## src/rtl/ifu_fill_arbiter_if.sv

```systemverilog
// Bundle of request, memory and fill signals around the IFU fill arbiter.
// The slave modport is the arbiter's view; master is the surrounding cache/prefetcher/memory side.

interface ifu_fill_arbiter_if #(
  parameter int unsigned TAG_WIDTH  = 28,
  parameter int unsigned LINE_WIDTH = 128
);
  logic [TAG_WIDTH-1:0]  cache_reqTagIn;
  logic                  cache_reqValidIn;
  logic                  cache_reqReadyOut;
  logic [TAG_WIDTH-1:0]  pf_reqTagIn;
  logic                  pf_reqValidIn;
  logic                  pf_reqReadyOut;
  logic [TAG_WIDTH-1:0]  mem_reqTagOut;
  logic                  mem_reqValidOut;
  logic                  mem_reqReadyIn;
  logic [TAG_WIDTH-1:0]  mem_rspTagIn;
  logic [LINE_WIDTH-1:0] mem_rspInsLineIn;
  logic                  mem_rspValidIn;
  logic [TAG_WIDTH-1:0]  fill_tagOut;
  logic [LINE_WIDTH-1:0] fill_lineOut;
  logic                  fill_validOut;
  logic                  fill_srcOut;
  logic                  busyOut;
  logic                  timeoutOut;

  modport slave (
    input  cache_reqTagIn, cache_reqValidIn, pf_reqTagIn, pf_reqValidIn,
    input  mem_reqReadyIn, mem_rspTagIn, mem_rspInsLineIn, mem_rspValidIn,
    output cache_reqReadyOut, pf_reqReadyOut, mem_reqTagOut, mem_reqValidOut,
    output fill_tagOut, fill_lineOut, fill_validOut, fill_srcOut, busyOut, timeoutOut
  );

  modport master (
    output cache_reqTagIn, cache_reqValidIn, pf_reqTagIn, pf_reqValidIn,
    output mem_reqReadyIn, mem_rspTagIn, mem_rspInsLineIn, mem_rspValidIn,
    input  cache_reqReadyOut, pf_reqReadyOut, mem_reqTagOut, mem_reqValidOut,
    input  fill_tagOut, fill_lineOut, fill_validOut, fill_srcOut, busyOut, timeoutOut
  );
endinterface

```

## src/rtl/ifu_fill_arbiter.sv

```systemverilog
// Single-outstanding line-fill controller: cache misses beat prefetches, one memory request in
// flight, tag-matched response delivered as a one-cycle fill. IFU_FILL_TIMEOUT_EN adds reissue.

module ifu_fill_arbiter #(
  parameter int unsigned TAG_WIDTH      = 28,
  parameter int unsigned LINE_WIDTH     = 128,
  parameter int unsigned TIMEOUT_CYCLES = 255
) (
  input logic              Clock,
  input logic              Rst,
  ifu_fill_arbiter_if.slave bus
);

  typedef enum logic [1:0] {StIdle, StIssue, StWait, StFill} state_e;

  state_e                state_q, state_d;
  logic [TAG_WIDTH-1:0]  req_tag_q, req_tag_d;
  logic                  req_src_q, req_src_d;
  logic [LINE_WIDTH-1:0] line_q, line_d;

  logic                  cache_ready;
  logic                  pf_ready;
  logic                  mem_valid;
  logic [TAG_WIDTH-1:0]  mem_tag;
  logic                  fill_valid;
  logic [TAG_WIDTH-1:0]  fill_tag;
  logic [LINE_WIDTH-1:0] fill_line;
  logic                  fill_src;
  logic                  rsp_match;
  logic                  promote_ok;

  assign rsp_match  = bus.mem_rspValidIn && (bus.mem_rspTagIn == req_tag_q);
  // A cache miss for the line already being prefetched rides on the outstanding request.
  assign promote_ok = ((state_q == StIssue) || (state_q == StWait)) && req_src_q &&
                      (bus.cache_reqTagIn == req_tag_q);

`ifdef IFU_FILL_TIMEOUT_EN
  localparam int unsigned CntW = $clog2(TIMEOUT_CYCLES + 1);

  logic [CntW-1:0] cnt_q, cnt_d;
  logic            timeout_q, timeout_d;
  logic            cnt_expired;

  assign cnt_expired = (cnt_q == CntW'(TIMEOUT_CYCLES - 1));
`endif

  always_comb begin
    state_d     = state_q;
    req_tag_d   = req_tag_q;
    req_src_d   = req_src_q;
    line_d      = line_q;
    cache_ready = 1'b0;
    pf_ready    = 1'b0;
    mem_valid   = 1'b0;
    mem_tag     = '0;
    fill_valid  = 1'b0;
    fill_tag    = '0;
    fill_line   = '0;
    fill_src    = 1'b0;
`ifdef IFU_FILL_TIMEOUT_EN
    cnt_d       = cnt_q;
    timeout_d   = 1'b0;
`endif

    unique case (state_q)
      StIdle: begin
        cache_ready = 1'b1;
        pf_ready    = !bus.cache_reqValidIn;
        if (bus.cache_reqValidIn) begin
          req_tag_d = bus.cache_reqTagIn;
          req_src_d = 1'b0;
          state_d   = StIssue;
        end else if (bus.pf_reqValidIn) begin
          req_tag_d = bus.pf_reqTagIn;
          req_src_d = 1'b1;
          state_d   = StIssue;
        end
      end

      StIssue: begin
        mem_valid = 1'b1;
        mem_tag   = req_tag_q;
        if (bus.mem_reqReadyIn) begin
          state_d = StWait;
`ifdef IFU_FILL_TIMEOUT_EN
          cnt_d   = '0;
`endif
        end
      end

      StWait: begin
        if (rsp_match) begin
          line_d  = bus.mem_rspInsLineIn;
          state_d = StFill;
`ifdef IFU_FILL_TIMEOUT_EN
        end else if (cnt_expired) begin
          state_d   = StIssue;
          timeout_d = 1'b1;
          cnt_d     = '0;
        end else begin
          cnt_d = cnt_q + 1'b1;
`endif
        end
      end

      StFill: begin
        fill_valid = 1'b1;
        fill_tag   = req_tag_q;
        fill_line  = line_q;
        fill_src   = req_src_q;
        state_d    = StIdle;
      end

      default: state_d = StIdle;
    endcase

    if (promote_ok) begin
      cache_ready = 1'b1;
      if (bus.cache_reqValidIn) begin
        req_src_d = 1'b0;
      end
    end
  end

  always_ff @(posedge Clock) begin
    if (Rst) begin
      state_q   <= StIdle;
      req_tag_q <= '0;
      req_src_q <= 1'b0;
      line_q    <= '0;
    end else begin
      state_q   <= state_d;
      req_tag_q <= req_tag_d;
      req_src_q <= req_src_d;
      line_q    <= line_d;
    end
  end

`ifdef IFU_FILL_TIMEOUT_EN
  always_ff @(posedge Clock) begin
    if (Rst) begin
      cnt_q     <= '0;
      timeout_q <= 1'b0;
    end else begin
      cnt_q     <= cnt_d;
      timeout_q <= timeout_d;
    end
  end

  assign bus.timeoutOut = timeout_q;
`else
  logic unused_timeout_cfg;
  assign unused_timeout_cfg = ^TIMEOUT_CYCLES;
  assign bus.timeoutOut     = 1'b0;
`endif

  assign bus.cache_reqReadyOut = cache_ready;
  assign bus.pf_reqReadyOut    = pf_ready;
  assign bus.mem_reqValidOut   = mem_valid;
  assign bus.mem_reqTagOut     = mem_tag;
  assign bus.fill_validOut     = fill_valid;
  assign bus.fill_tagOut       = fill_tag;
  assign bus.fill_lineOut      = fill_line;
  assign bus.fill_srcOut       = fill_src;
  assign bus.busyOut           = (state_q != StIdle);

endmodule
```

## src/flat_wrapper.sv

```systemverilog
// flat-port wrapper written by rule: the top's interface ports become plain ports
module ifu_fill_arbiter_flat 
#(
  parameter int unsigned TAG_WIDTH      = 28,
  parameter int unsigned LINE_WIDTH     = 128,
  parameter int unsigned TIMEOUT_CYCLES = 255
)
  (Clock, Rst, bus_cache_reqTagIn, bus_cache_reqValidIn, bus_pf_reqTagIn, bus_pf_reqValidIn, bus_mem_reqReadyIn, bus_mem_rspTagIn, bus_mem_rspInsLineIn, bus_mem_rspValidIn, bus_cache_reqReadyOut, bus_pf_reqReadyOut, bus_mem_reqTagOut, bus_mem_reqValidOut, bus_fill_tagOut, bus_fill_lineOut, bus_fill_validOut, bus_fill_srcOut, bus_busyOut, bus_timeoutOut);
  ifu_fill_arbiter_if #(.TAG_WIDTH(TAG_WIDTH), .LINE_WIDTH(LINE_WIDTH)) bus_i ();
  input logic Clock;
  input logic Rst;
  input wire logic [$bits(bus_i.cache_reqTagIn)-1:0] bus_cache_reqTagIn;
  input wire logic [$bits(bus_i.cache_reqValidIn)-1:0] bus_cache_reqValidIn;
  input wire logic [$bits(bus_i.pf_reqTagIn)-1:0] bus_pf_reqTagIn;
  input wire logic [$bits(bus_i.pf_reqValidIn)-1:0] bus_pf_reqValidIn;
  input wire logic [$bits(bus_i.mem_reqReadyIn)-1:0] bus_mem_reqReadyIn;
  input wire logic [$bits(bus_i.mem_rspTagIn)-1:0] bus_mem_rspTagIn;
  input wire logic [$bits(bus_i.mem_rspInsLineIn)-1:0] bus_mem_rspInsLineIn;
  input wire logic [$bits(bus_i.mem_rspValidIn)-1:0] bus_mem_rspValidIn;
  output wire logic [$bits(bus_i.cache_reqReadyOut)-1:0] bus_cache_reqReadyOut;
  output wire logic [$bits(bus_i.pf_reqReadyOut)-1:0] bus_pf_reqReadyOut;
  output wire logic [$bits(bus_i.mem_reqTagOut)-1:0] bus_mem_reqTagOut;
  output wire logic [$bits(bus_i.mem_reqValidOut)-1:0] bus_mem_reqValidOut;
  output wire logic [$bits(bus_i.fill_tagOut)-1:0] bus_fill_tagOut;
  output wire logic [$bits(bus_i.fill_lineOut)-1:0] bus_fill_lineOut;
  output wire logic [$bits(bus_i.fill_validOut)-1:0] bus_fill_validOut;
  output wire logic [$bits(bus_i.fill_srcOut)-1:0] bus_fill_srcOut;
  output wire logic [$bits(bus_i.busyOut)-1:0] bus_busyOut;
  output wire logic [$bits(bus_i.timeoutOut)-1:0] bus_timeoutOut;
  assign bus_i.cache_reqTagIn = bus_cache_reqTagIn;
  assign bus_i.cache_reqValidIn = bus_cache_reqValidIn;
  assign bus_i.pf_reqTagIn = bus_pf_reqTagIn;
  assign bus_i.pf_reqValidIn = bus_pf_reqValidIn;
  assign bus_i.mem_reqReadyIn = bus_mem_reqReadyIn;
  assign bus_i.mem_rspTagIn = bus_mem_rspTagIn;
  assign bus_i.mem_rspInsLineIn = bus_mem_rspInsLineIn;
  assign bus_i.mem_rspValidIn = bus_mem_rspValidIn;
  assign bus_cache_reqReadyOut = bus_i.cache_reqReadyOut;
  assign bus_pf_reqReadyOut = bus_i.pf_reqReadyOut;
  assign bus_mem_reqTagOut = bus_i.mem_reqTagOut;
  assign bus_mem_reqValidOut = bus_i.mem_reqValidOut;
  assign bus_fill_tagOut = bus_i.fill_tagOut;
  assign bus_fill_lineOut = bus_i.fill_lineOut;
  assign bus_fill_validOut = bus_i.fill_validOut;
  assign bus_fill_srcOut = bus_i.fill_srcOut;
  assign bus_busyOut = bus_i.busyOut;
  assign bus_timeoutOut = bus_i.timeoutOut;
  ifu_fill_arbiter #(.TAG_WIDTH(TAG_WIDTH), .LINE_WIDTH(LINE_WIDTH), .TIMEOUT_CYCLES(TIMEOUT_CYCLES)) u_core (.Clock(Clock), .Rst(Rst), .bus(bus_i));
endmodule
```

## config.mk

```make
export PLATFORM = sky130hd
export DESIGN_NAME = ifu_fill_arbiter_flat
export DESIGN_NICKNAME = d
export VERILOG_FILES = /design/src/rtl/ifu_fill_arbiter_if.sv /design/src/rtl/ifu_fill_arbiter.sv /design/src/flat_wrapper.sv
export SDC_FILE = /design/constraint.sdc
export NUM_CORES = 1
export LEC_CHECK = 0
export CORE_AREA = 2 2 159 161
export DETAILED_ROUTE_END_ITERATION = 8
export DIE_AREA = 0 0 161 163
export PLACE_DENSITY = 0.71
export SLEW_MARGIN = 20
export SYNTH_ARGS = -nofsm -noshare
export SYNTH_HDL_FRONTEND = slang
export SYNTH_SLANG_ARGS = --single-unit
```

## constraint.sdc

```tcl
create_clock -name Clock -period 5.2 [get_ports Clock]
set_clock_uncertainty 0.15 [all_clocks]
set_input_delay 1.3 -clock Clock [delete_from_list [all_inputs] [get_ports Clock]]
set_output_delay 1.3 -clock Clock [all_outputs]
set_load 0.02 [all_outputs]
```

; Word-level counts from Yosys, hierarchy flattened
; Index checks and enable logic that the tools add are counted.
[word_totals]
regBits = 159
input_bits = 218
output_inout_bits = 191
elab_cells = 44
[op_classes]
n_eq_ne = 8
muxes = 21
reduce_logical = 11
[ops]
columns = operator, n
row1 = $mux W128, 1
row2 = $mux W28, 4
row3 = $eq A28 B28 Y1, 2
row4 = $mux W1, 11
row5 = $mux W2, 4
row6 = $pmux W2 S4, 1
row7 = $eq A2 B2 Y1 const B, 2
row8 = $reduce_and A2 Y1, 2
row9 = $reduce_bool A2 Y1, 2
row10 = $logic_and A1 B1 Y1, 3
row11 = $ne A3 B3 Y1 const B, 1
row12 = $reduce_and A3 Y1, 1
row13 = $eq A2 B1 Y1 const B, 1
row14 = $logic_not A2 Y1, 1
row15 = $ne A2 B1 Y1 const B, 1
row16 = $ne A2 B2 Y1 const B, 1
row17 = $logic_not A1 Y1, 1
row18 = $logic_or A1 B1 Y1, 1

; Logic depth before layout (Yosys ltp)
; Gate-level depths: netlist of run 1.
[depth]
word_depth = 5
mapped_depth = 8
mapped_depth_nobuf = 8

; Worst setup path before layout of run 1
; Ideal clock, no wire load.
[synth_timing]
path_type = input to output
startpoint = in bus_cache_reqTagIn[22]
endpoint = out bus_cache_reqReadyOut
arrival_ns = 2.664
t_required_ns = 3.750
setup_slack_ns = 1.086
stages = 4
path_buffers = 0
path_cell_list = xor2_1 > nor4_1 > nand4_1 > o41ai_1
[synth_between]
elab_chain_len = 3
[synth_lines]
columns = element, line
row1 = start: declaration, flat_wrapper.sv:12  ; input wire logic [$bits(bus_i.cache_reqTagIn)-1:0] bus_cache_reqTagIn;
row2 = $eq A28 B28 Y1, ifu_fill_arbiter.sv:35  ; (bus.cache_reqTagIn == req_tag_q);
row3 = $logic_and A1 B1 Y1, ifu_fill_arbiter.sv:34  ; assign promote_ok = ((state_q == StIssue) || (state_q == StWait)) && req_src_q &&
row4 = $mux W1, ifu_fill_arbiter.sv:117  ; if (promote_ok) begin
row5 = end: declaration, flat_wrapper.sv:20  ; output wire logic [$bits(bus_i.cache_reqReadyOut)-1:0] bus_cache_reqReadyOut;
; No other way between the ends.

; Final worst setup path of run 1
[layout_timing]
startpoint = in bus_cache_reqTagIn[23]
endpoint = out bus_cache_reqReadyOut
; The elaborated chain is that of the path after synthesis.

==> results of run 1 <==
-- power groups by stage --
| stage | clock, mW | sequential [mW] | combinational, mW |
|---|---|---|---|
| floorplan | 0 | 1.43 | 0.507 |
| global placement | 0 | 1.50 | 0.927 |
| detailed placement | 0 | 1.50 | 0.926 |
| CTS | 1.29 | 1.47 | 0.933 |
| global route | 1.35 | 1.49 | 1.03 |
| finish | 1.25 | 1.48 | 0.946 |
-- cell type report --
class | count | area, sq um
Fill cell | 2412 | 12100
Timing Repair Buffer | 416 | 4220
Multi-Input combinational cell | 754 | 4180
Sequential cell | 159 | 3180
Clock buffer | 19 | 443
Tap cell | 330 | 413
Clock inverter | 13 | 144
Inverter | 5 | 18.8
Antenna cell | 1 | 2.50
-- layer usage --
layer  up-vias  track usage  share of wire
met5         -            0              0
met4         0       0.0779          0.029
met3        42       0.0540          0.069
met2       271        0.343           0.48
met1      3577        0.251           0.43
li1       3931            -              -
-- through the flow --
stage | utilization | setup WS [ns] | instance area (sq um) | cells | power [mW]
6_report | 0.510 | 0.243 | 12600 | 1697 | 3.68
4_1_cts | 0.509 | 0.239 | 12600 | 1695 | 3.70
2_1_floorplan | - | 1.09 | 7750 | 995 | 1.94
3_5_place_dp | 0.485 | 0.260 | 12000 | 1663 | 2.43
5_1_grt | 0.510 | 0.0982 | 12600 | 1697 | 3.87
3_3_place_gp | 0.485 | 0.276 | 12000 | 1663 | 2.43
-- worst max-delay path, delay by kind of cell --
family / cells / cell delay (ns)
AO/OA/AOI/OAI: 1 / 0.37
XOR/XNOR: 1 / 0.15
AND/OR/NAND/NOR: 2 / 0.54
buffers and inverters: 2 / 1.15
-- flip-flops by register name, summed over array words and instances (netlist names) --
signal / count
u_core.req_tag_q: 28
u_core.line_q: 128
u_core.state_q: 2
u_core.req_src_q: 1
-- worst max path at each step --
stage	startpoint	endpoint	slack, ns	cells after the start
finish	bus_cache_reqTagIn[23]	bus_cache_reqReadyOut	0.24	6
global route	bus_cache_reqTagIn[4]	bus_cache_reqReadyOut	0.1	6
CTS	bus_cache_reqTagIn[23]	bus_cache_reqReadyOut	0.24	6
detailed placement	bus_cache_reqTagIn[23]	bus_cache_reqReadyOut	0.26	6
global placement	bus_cache_reqTagIn[23]	bus_cache_reqReadyOut	0.28	6
floorplan	bus_cache_reqTagIn[22]	bus_cache_reqReadyOut	1.09	4
-- cells in the final DEF, fill, tap and decap left out, drive strengths merged, types with 11 or more instances in the layout --
| master | instances |
|---|---|
| dfxtp | 159 |
| nand2 | 258 |
| buf | 11 |
| clkdlybuf4s50 | 405 |
| and2 | 185 |
| a21oi | 130 |
| xor2 | 40 |
| clkbuf | 19 |
| inv | 13 |
| xnor2 | 13 |
| mux2i | 29 |
| nor2 | 32 |
| a211oi | 28 |
-- logic make-up (layout without fill, tap and decap cells) --
| logic type | Yosys count | in the layout | share of synthesized area |
|---|---|---|---|
| AND/OR/NAND/NOR | 503 | 503 | 0.313 |
| AO/OA/AOI/OAI | 164 | 164 | 0.118 |
| flip-flops | 159 | 159 | 0.411 |
| buffers and inverters | 82 | 453 | 0.0547 |
| XOR/XNOR | 53 | 53 | 0.0599 |
| multiplexers | 29 | 29 | 0.0374 |
| adder cells (fa/ha/maj) | 4 | 4 | 0.00646 |
| other | 1 | 2 | 0.000484 |
==> results.json, run 1 <==
{
  "status": "completed",
  "syn-mean-instance-area_sq_um": 7.79,
  "root_buffer": "clkbuf_16",
  "yosysUniqueCellTypes": 31,
  "reg2reg_to": "u_core.line_q[6]$_SDFFE_PP0P_",
  "holdPathEnd": "u_core.line_q[55]$_SDFFE_PP0P_",
  "cts_tree": "done",
  "hold_depth": 2,
  "top_level_ports": 409,
  "ys_seq_area_frac": 0.411,
  "drc": 0,
  "antenna_found_initial": 1,
  "wl_per_cell_um": 16.3,
  "fin_crit_ns": 4.96,
  "core_area_sq_mm": 0.0247,
  "clock_sinks": 159,
  "critPathLaunchType": "input pin",
  "io_buffers": 407,
  "netlist_area_sq_mm": 0.00775,
  "cts_resized": 0,
  "hold_slack_ns": 0.296,
  "switchingPower_mw": 1.20,
  "synth_flop_cell": "dfxtp_1",
  "fp.dieW_um": 161,
  "worst_slew_pin_slew_ns": 1.05,
  "combPwrFrac": 0.257,
  "yosysMostFrequentCell": "nand2_1",
  "pwr-share-seq": 0.402,
  "hold_buffers": 0,
  "final_hold_viol_count": 0,
  "max_stage_delay_ns": 0.71,
  "num_vias": 7821,
  "critPathMaxFanout": 2,
  "dieArea_sq_mm": 0.0262,
  "drv_slew": 0,
  "htreeDepth": 4,
  "synthTopCellsByArea": "dfxtp_1 41%, and2_1 15%, nand2_1 12%",
  "syn_inst": 995,
  "rows": 58,
  "drtAntennaViolNets": 0,
  "end_kind": "output port",
  "area_growth_pct": 62.5,
  "clockPowerShare": 0.341,
  "min-delay-start": "u_core.line_q[55]$_SDFFE_PP0P_",
  "synth-seq-cells": 159,
  "peakVddDrop_mv": 0.189,
  "cts_setup_buffers": 0,
  "rsz0062_at_grt": "no",
  "fin_nets": 1575,
  "gr-total-overflow": 0,
  "synth_top_cell_area_share": 0.411,
  "synth_common_cells": "258 x nand2_1, 185 x and2_1, 159 x dfxtp_1",
  "fin_setup_tns_ns": 0,
  "maxCapViolCount": 0,
  "cp_slowest_cell": "clkdlybuf4s50_1",
  "grt_usage": 0.204,
  "hp-class": "reg2reg",
  "crit_required_ns": 3.75,
  "drt_iter0_drc": 409,
  "critical_path_arrival_ns": 3.51,
  "max_slew_margin": 0.298,
  "first_pass_iters": 4,
  "powerDensity_mw_per_mm2": 292,
  "cts_made_buffers": 17,
  "path_cells": "clkdlybuf4s50_1, xor2_1, nor4_1, nand4_1, o41ai_1, clkdlybuf4s50_1",
  "hpwl_um": 20000,
  "p_leak_nw": 4.52,
  "reg2reg_from": "u_core.req_tag_q[6]$_SDFFE_PP0P_",
  "crit_top_cell": "clkdlybuf4s50_1",
  "syn_nets": 1217,
  "clkTransAtPathRegs_ns": 0.06,
  "internal-power_mw": 2.48,
  "start_util": 0.314,
  "dieHeight_um": 163,
  "path_class": "in2out",
  "fmax_mhz": 202,
  "globalplace.congestion": 0.924,
  "grt_first_pass_wirelength_um": 42000,
  "p_sw_frac": 0.327,
  "clock_latency_ns": 0.41,
  "async_flop_share": 0,
  "synth-edff-count": 0,
  "drive_gt1_frac": 0.0344,
  "ff2ff_path_depth": 7,
  "grt_pass1_vias": 7530,
  "ff2ff_setup_slack_ns": 2.21,
  "clk_path_buf_depth": 2,
  "setup_viol": 0,
  "synth_top_cell_by_area": "dfxtp_1",
  "synth_warnings": 0,
  "avgViaCountPerCell": 4.61,
  "drt-total-wl_um": 27700,
  "grt_max_degree": 96,
  "fin_crit_sh": 0.953
}
No activity file was read; power rests on OpenSTA's default activity.
==> run 2, diff against run 1 <==
CAP_MARGIN = 20   (was not set)
CORE_AREA = not set   (was 2 2 159 161)
CORE_ASPECT_RATIO = 0.5   (was not set)
CORE_MARGIN = 4   (was not set)
CORE_UTILIZATION = 43   (was not set)
DIE_AREA = not set   (was 0 0 161 163)
PLACE_DENSITY = 0.91   (was 0.71)
RECOVER_POWER = 25   (was not set)
==> results.json, run 2 (same netlist as run 1, synthesis figures left out) <==
{
  "fin_util": 0.705,
  "fin_setup_tns_ns": 0,
  "fin_crit_ns": 5.01,
  "clock_latency_ns": 0.41,
  "place_inst": 1568,
  "clk_path_buf_depth": 2,
  "dieArea_sq_mm": 0.0204,
  "top_layer": "met4",
  "violations": "capacitance limit, slew limit",
  "drt_iter0_drc": 497,
  "max_flop_register": "u_core.line_q",
  "rsz0062_at_grt": "no",
  "p_leak_nw": 4.47,
  "top_level_ports": 409,
  "total_power_mw": 3.55,
  "clkTransAtPathRegs_ns": 0.06,
  "maxCapViolCount": 1,
  "first_pass_iters": 4,
  "core_area_sq_mm": 0.0175,
  "cp_slowest_cell": "clkdlybuf4s50_1",
  "critPathLaunchType": "input pin",
  "drive_gt1_frac": 0.0322,
  "grt_max_degree": 129,
  "final_hold_viol_count": 0,
  "hpwl_um": 21300,
  "io_buffers": 407,
  "max_slew_margin": -0.495,
  "end_kind": "output port",
  "start_util": 0.442,
  "hold_buffers": 0,
  "cts_tree": "done",
  "fin_nets": 1576,
  "htreeDepth": 4,
  "max_stage_delay_ns": 0.61,
  "drt-total-wl_um": 28400,
  "largest_reg_flops": 128,
  "drtAntennaViolNets": 0,
  "worst-path-buf-inv": 3,
  "clock_sinks": 159,
  "path_class": "in2out",
  "cts_resized": 0,
  "met2_length_um": 14500,
  "critPathMaxFanout": 2,
  "seqCellArea_sq_mm": 0.00318,
  "setup_viol": 0,
  "path_cells": "clkdlybuf4s50_1, xor2_1, nor4_1, nand4_1, o41ai_1, buf_4, clkdlybuf4s50_1",
  "final_cell_count_no_fill": 1602,
  "fmax_mhz": 199,
  "antenna_found_initial": 1,
  "crit_required_ns": 3.75,
  "rows": 34,
  "grt_first_pass_wirelength_um": 42700,
  "fin_crit_sh": 0.964,
  "wirelength_met1_um": 11100,
  "drc": 0,
  "dieHeight_um": 103,
  "crit_top_cell": "clkdlybuf4s50_1",
  "area_growth_pct": 59.4,
  "wl_per_cell_um": 17.8,
  "globalplace.congestion": 0.932,
  "reg_top3": "u_core.line_q (128), u_core.req_tag_q (28), u_core.state_q (2)",
  "worst_slew_pin_slew_ns": 2.24,
  "hp-class": "reg2reg",
  "final_common_cell": "clkdlybuf4s50_1",
  "gr-total-overflow": 0,
  "path_delay_family": "buffers and inverters",
  "cts_made_buffers": 17,
  "most-common-layout-cells": "402 x clkdlybuf4s50_1, 258 x nand2_1, 185 x and2_1",
  "root_buffer": "clkbuf_16",
  "critical_path_arrival_ns": 3.56,
  "peakVddDrop_mv": 0.236,
  "grt_pass1_vias": 7965,
  "drv_slew": 32,
  "grt_usage": 0.267,
  "cts_setup_buffers": 0,
  "nFillCells": 1327,
  "hold_slack_ns": 0.296,
  "fp.dieW_um": 198,
  "multi_input_area_sq_mm": 0.00417,
  "powerDensity_mw_per_mm2": 287,
  "status": "complete, but fails checks",
  "dr_wl_met3_um": 1600,
  "num_vias": 7988,
  "avgViaCountPerCell": 4.99
}
## run 2: cell types whose count changed in the layout (fill, tap and decap cells not counted), moves of 2 or more
| cell | previous run | this run |
|---|---|---|
| buf_12 | 5 | 2 |
| clkinvlp_4 | 1 | 4 |
| buf_4 | 4 | 7 |
| clkinv_2 | 0 | 4 |
| inv_8 | 4 | 0 |
| clkdlybuf4s50_1 | 405 | 402 |
| clkinv_4 | 3 | 1 |
| dlygate4sd3_1 | 0 | 3 |
| clkbuf_1 | 1 | 4 |
## run 2: stage by stage
| stage | cell area [sq um] | setup slack, ns |
|---|---|---|
| after floorplan | 7750 | 1.09 |
| after global placement | 11800 | 0.227 |
| after detailed placement | 11800 | 0.188 |
| after CTS | 12400 | 0.180 |
| after global routing | 12400 | 0.0498 |
| final | 12400 | 0.186 |
## run 2: where the power goes
group	switching (mW)	internal, mW
Combinational	0.459	0.469
Sequential	0.177	1.31
Clock	0.515	0.626
Total	1.15	2.40
## run 2: worst reg2reg max path, cell delays in order, from the launching register on
cell and delay, ns:
dfxtp_1 0.38, xor2_1 0.18, nor4_1 0.35, nand4_1 0.28
or4_2 0.70, clkbuf_4 0.76, nand2_1 0.34, a21oi_1 0.09
## run 2: layout make-up
type | count | area share
antenna | 1 | 0.000203
clock buffer | 20 | 0.0362
clock inverter | 12 | 0.00689
inverter | 5 | 0.00152
multi-input combinational | 754 | 0.337
sequential | 159 | 0.258
tap | 234 | 0.0237
timing repair buffer | 417 | 0.337
## run 2: metal layers
| metal | track usage | vias to the layer above |
|---|---|---|
| met5 | 0 | - |
| met2 | 0.482 | 280 |
| met3 | 0.0594 | 72 |
| met1 | 0.303 | 3707 |
| li1 | - | 3929 |
| met4 | 0.131 | 0 |
## run 2: path summary, 6_finish.rpt
check                                                      start  cells after the start  slack (ns)                               to
worst max-delay path                      bus_cache_reqTagIn[24]                      7        0.19            bus_cache_reqReadyOut
worst min-delay path             u_core.line_q[122]$_SDFFE_PP0P_                      2        0.30  u_core.line_q[122]$_SDFFE_PP0P_
worst max register to register  u_core.req_tag_q[8]$_SDFFE_PP0P_                      7        1.80   u_core.line_q[56]$_SDFFE_PP0P_
worst min register to register   u_core.line_q[122]$_SDFFE_PP0P_                      2        0.30  u_core.line_q[122]$_SDFFE_PP0P_
==> run 3, diff against run 2 <==
CORE_ASPECT_RATIO = 0.7   (was 0.5)
CORE_UTILIZATION = 36   (was 43)
PLACE_DENSITY = 0.77   (was 0.91)
clock period = 4 ns   (was 5.2 ns; I/O delays follow)
==> results.json, run 3 (same netlist as run 1, synthesis figures left out) <==
{
  "status": "completed",
  "wl_per_cell_um": 17.3,
  "htreeDepth": 4,
  "maxCapViolCount": 0,
  "top_level_ports": 409,
  "rsz0062_at_grt": "no",
  "hold_slack_ns": 0.296,
  "reg_top3": "u_core.line_q (128), u_core.req_tag_q (28), u_core.state_q (2)",
  "clock_sinks": 159,
  "gr-total-overflow": 0,
  "hold_depth": 2,
  "grt_max_degree": 96,
  "path_cells": "clkdlybuf4s50_1, xor2_1, nor4_1, nand4_1, o41ai_2, buf_4, buf_4",
  "dieArea_sq_mm": 0.0240,
  "hp-class": "reg2reg",
  "p_leak_nw": 4.61,
  "crit_top_cell": "buf_4",
  "cts_tree": "done",
  "max_slew_margin": 0.280,
  "avgViaCountPerCell": 4.81,
  "fin_nets": 1587,
  "critPathMaxFanout": 2,
  "io_buffers": 407,
  "rows": 44,
  "powerDensity_mw_per_mm2": 379,
  "hold_buffers": 0,
  "end_kind": "output port",
  "peakVddDrop_mv": 0.238,
  "clk_path_buf_depth": 2,
  "antenna_found_initial": 0,
  "min-delay-start": "u_core.line_q[7]$_SDFFE_PP0P_",
  "area_growth_pct": 62.5,
  "critPathLaunchType": "input pin",
  "critical_path_arrival_ns": 2.77,
  "clock_latency_ns": 0.42,
  "ff2ff_setup_slack_ns": 1.01,
  "first_pass_iters": 5,
  "cts_made_buffers": 17,
  "start_util": 0.371,
  "drv_slew": 0,
  "antennaDiodeCount": 0,
  "num_vias": 7950,
  "grt_first_pass_wirelength_um": 42500,
  "largest_reg_flops": 128,
  "core_area_sq_mm": 0.0209,
  "drt-total-wl_um": 28500,
  "fin_util": 0.602,
  "fin_setup_tns_ns": 0,
  "cp_slowest_cell": "clkdlybuf4s50_1",
  "drtAntennaViolNets": 0,
  "ff2ff_path_depth": 8,
  "fp.dieW_um": 183,
  "path_class": "in2out",
  "fin_crit_ns": 3.92,
  "setup_viol": 0,
  "worst_slew_pin_slew_ns": 1.08,
  "nFillCells": 1836,
  "reg2reg_to": "u_core.line_q[22]$_SDFFE_PP0P_",
  "crit_required_ns": 2.85,
  "holdPathEnd": "u_core.line_q[7]$_SDFFE_PP0P_",
  "final_hold_viol_count": 0,
  "globalplace.congestion": 0.932,
  "drt_iter0_drc": 388,
  "root_buffer": "clkbuf_16",
  "reg2reg_from": "u_core.req_tag_q[8]$_SDFFE_PP0P_",
  "fin_crit_sh": 0.979,
  "max_stage_delay_ns": 0.45,
  "fmax_mhz": 255,
  "grt_usage": 0.225,
  "max_flop_register": "u_core.line_q",
  "final_common_cell": "clkdlybuf4s50_1",
  "dieHeight_um": 131,
  "clkTransAtPathRegs_ns": 0.07,
  "grt_pass1_vias": 7571,
  "drive_gt1_frac": 0.0436,
  "drc": 0,
  "most-common-layout-cells": "386 x clkdlybuf4s50_1, 258 x nand2_1, 185 x and2_1",
  "hpwl_um": 21100
}
[run 3: cell types whose count changed in the layout (fill, tap and decap cells not counted), sizes merged, moves of 2 or more]
cell / before / now
clkinv: 5 / 2
inv: 8 / 10
clkinvlp: 4 / 6
dlygate4sd3: 3 / 16
dlymetal6s2s: 0 / 2
buf: 9 / 17
clkdlybuf4s50: 402 / 386
[run 3: how the worst max path moves through the flow]
stage,slack (ns),startpoint,depth (start not counted),endpoint
floorplan,0.49,bus_cache_reqTagIn[22],4,bus_cache_reqReadyOut
global placement,-0.44,bus_cache_reqTagIn[22],8,bus_cache_reqReadyOut
detailed placement,-0.46,bus_cache_reqTagIn[22],8,bus_cache_reqReadyOut
CTS,0.02,bus_cache_reqTagIn[2],8,bus_cache_reqReadyOut
global route,0.008,bus_cache_reqTagIn[14],8,bus_cache_reqReadyOut
finish,0.08,bus_cache_reqTagIn[24],7,bus_cache_reqReadyOut
[run 3: power by group]
group          internal, mW  switching [mW]
clock network         0.865           0.713
logic                 0.631           0.652
registers              1.70           0.211
[run 3: layout make-up]
| class | count | area, sq um | share of cell area |
|---|---|---|---|
| Timing Repair Buffer | 428 | 4290 | 0.340 |
| Multi-Input combinational cell | 754 | 4200 | 0.333 |
| Sequential cell | 159 | 3180 | 0.253 |
| Clock buffer | 17 | 425 | 0.0338 |
| Tap cell | 276 | 345 | 0.0274 |
| Clock inverter | 14 | 135 | 0.0107 |
| Inverter | 5 | 18.8 | 0.00149 |
[run 3: per-stage QoR]
stage,instances,area (sq um),setup slack [ns],total power [mW]
2_1_floorplan,995,7750,0.486,2.52
3_3_place_gp,1621,12000,-0.441,3.18
3_5_place_dp,1621,12000,-0.462,3.19
4_1_cts,1652,12600,0.0247,4.78
5_1_grt,1653,12600,0.00809,4.98
6_report,1653,12600,0.0830,4.77
[run 3: routing by layer]
layer | vias to the layer above | global-route usage | part of all wire
met2 | 301 | 0.361 | 0.46
li1 | 3950 | - | -
met5 | - | 0 | 0
met1 | 3662 | 0.293 | 0.43
met3 | 37 | 0.0761 | 0.093
met4 | 0 | 0.0574 | 0.017
[run 3: worst max-delay path: cells and delay by family]
family / cells / cell delay, ns
buf+inv: 3 / 0.77
simple gates: 2 / 0.52
compound gates: 1 / 0.30
xor+xnor: 1 / 0.17
[run 3: timing repair]
action | CTS | global route
setup buffers | 0 | 1
pin swaps | 1 | 3
setup endpoints to repair | 1 | 1
gates cloned | 0 | 0
resized for setup | 5 | 6
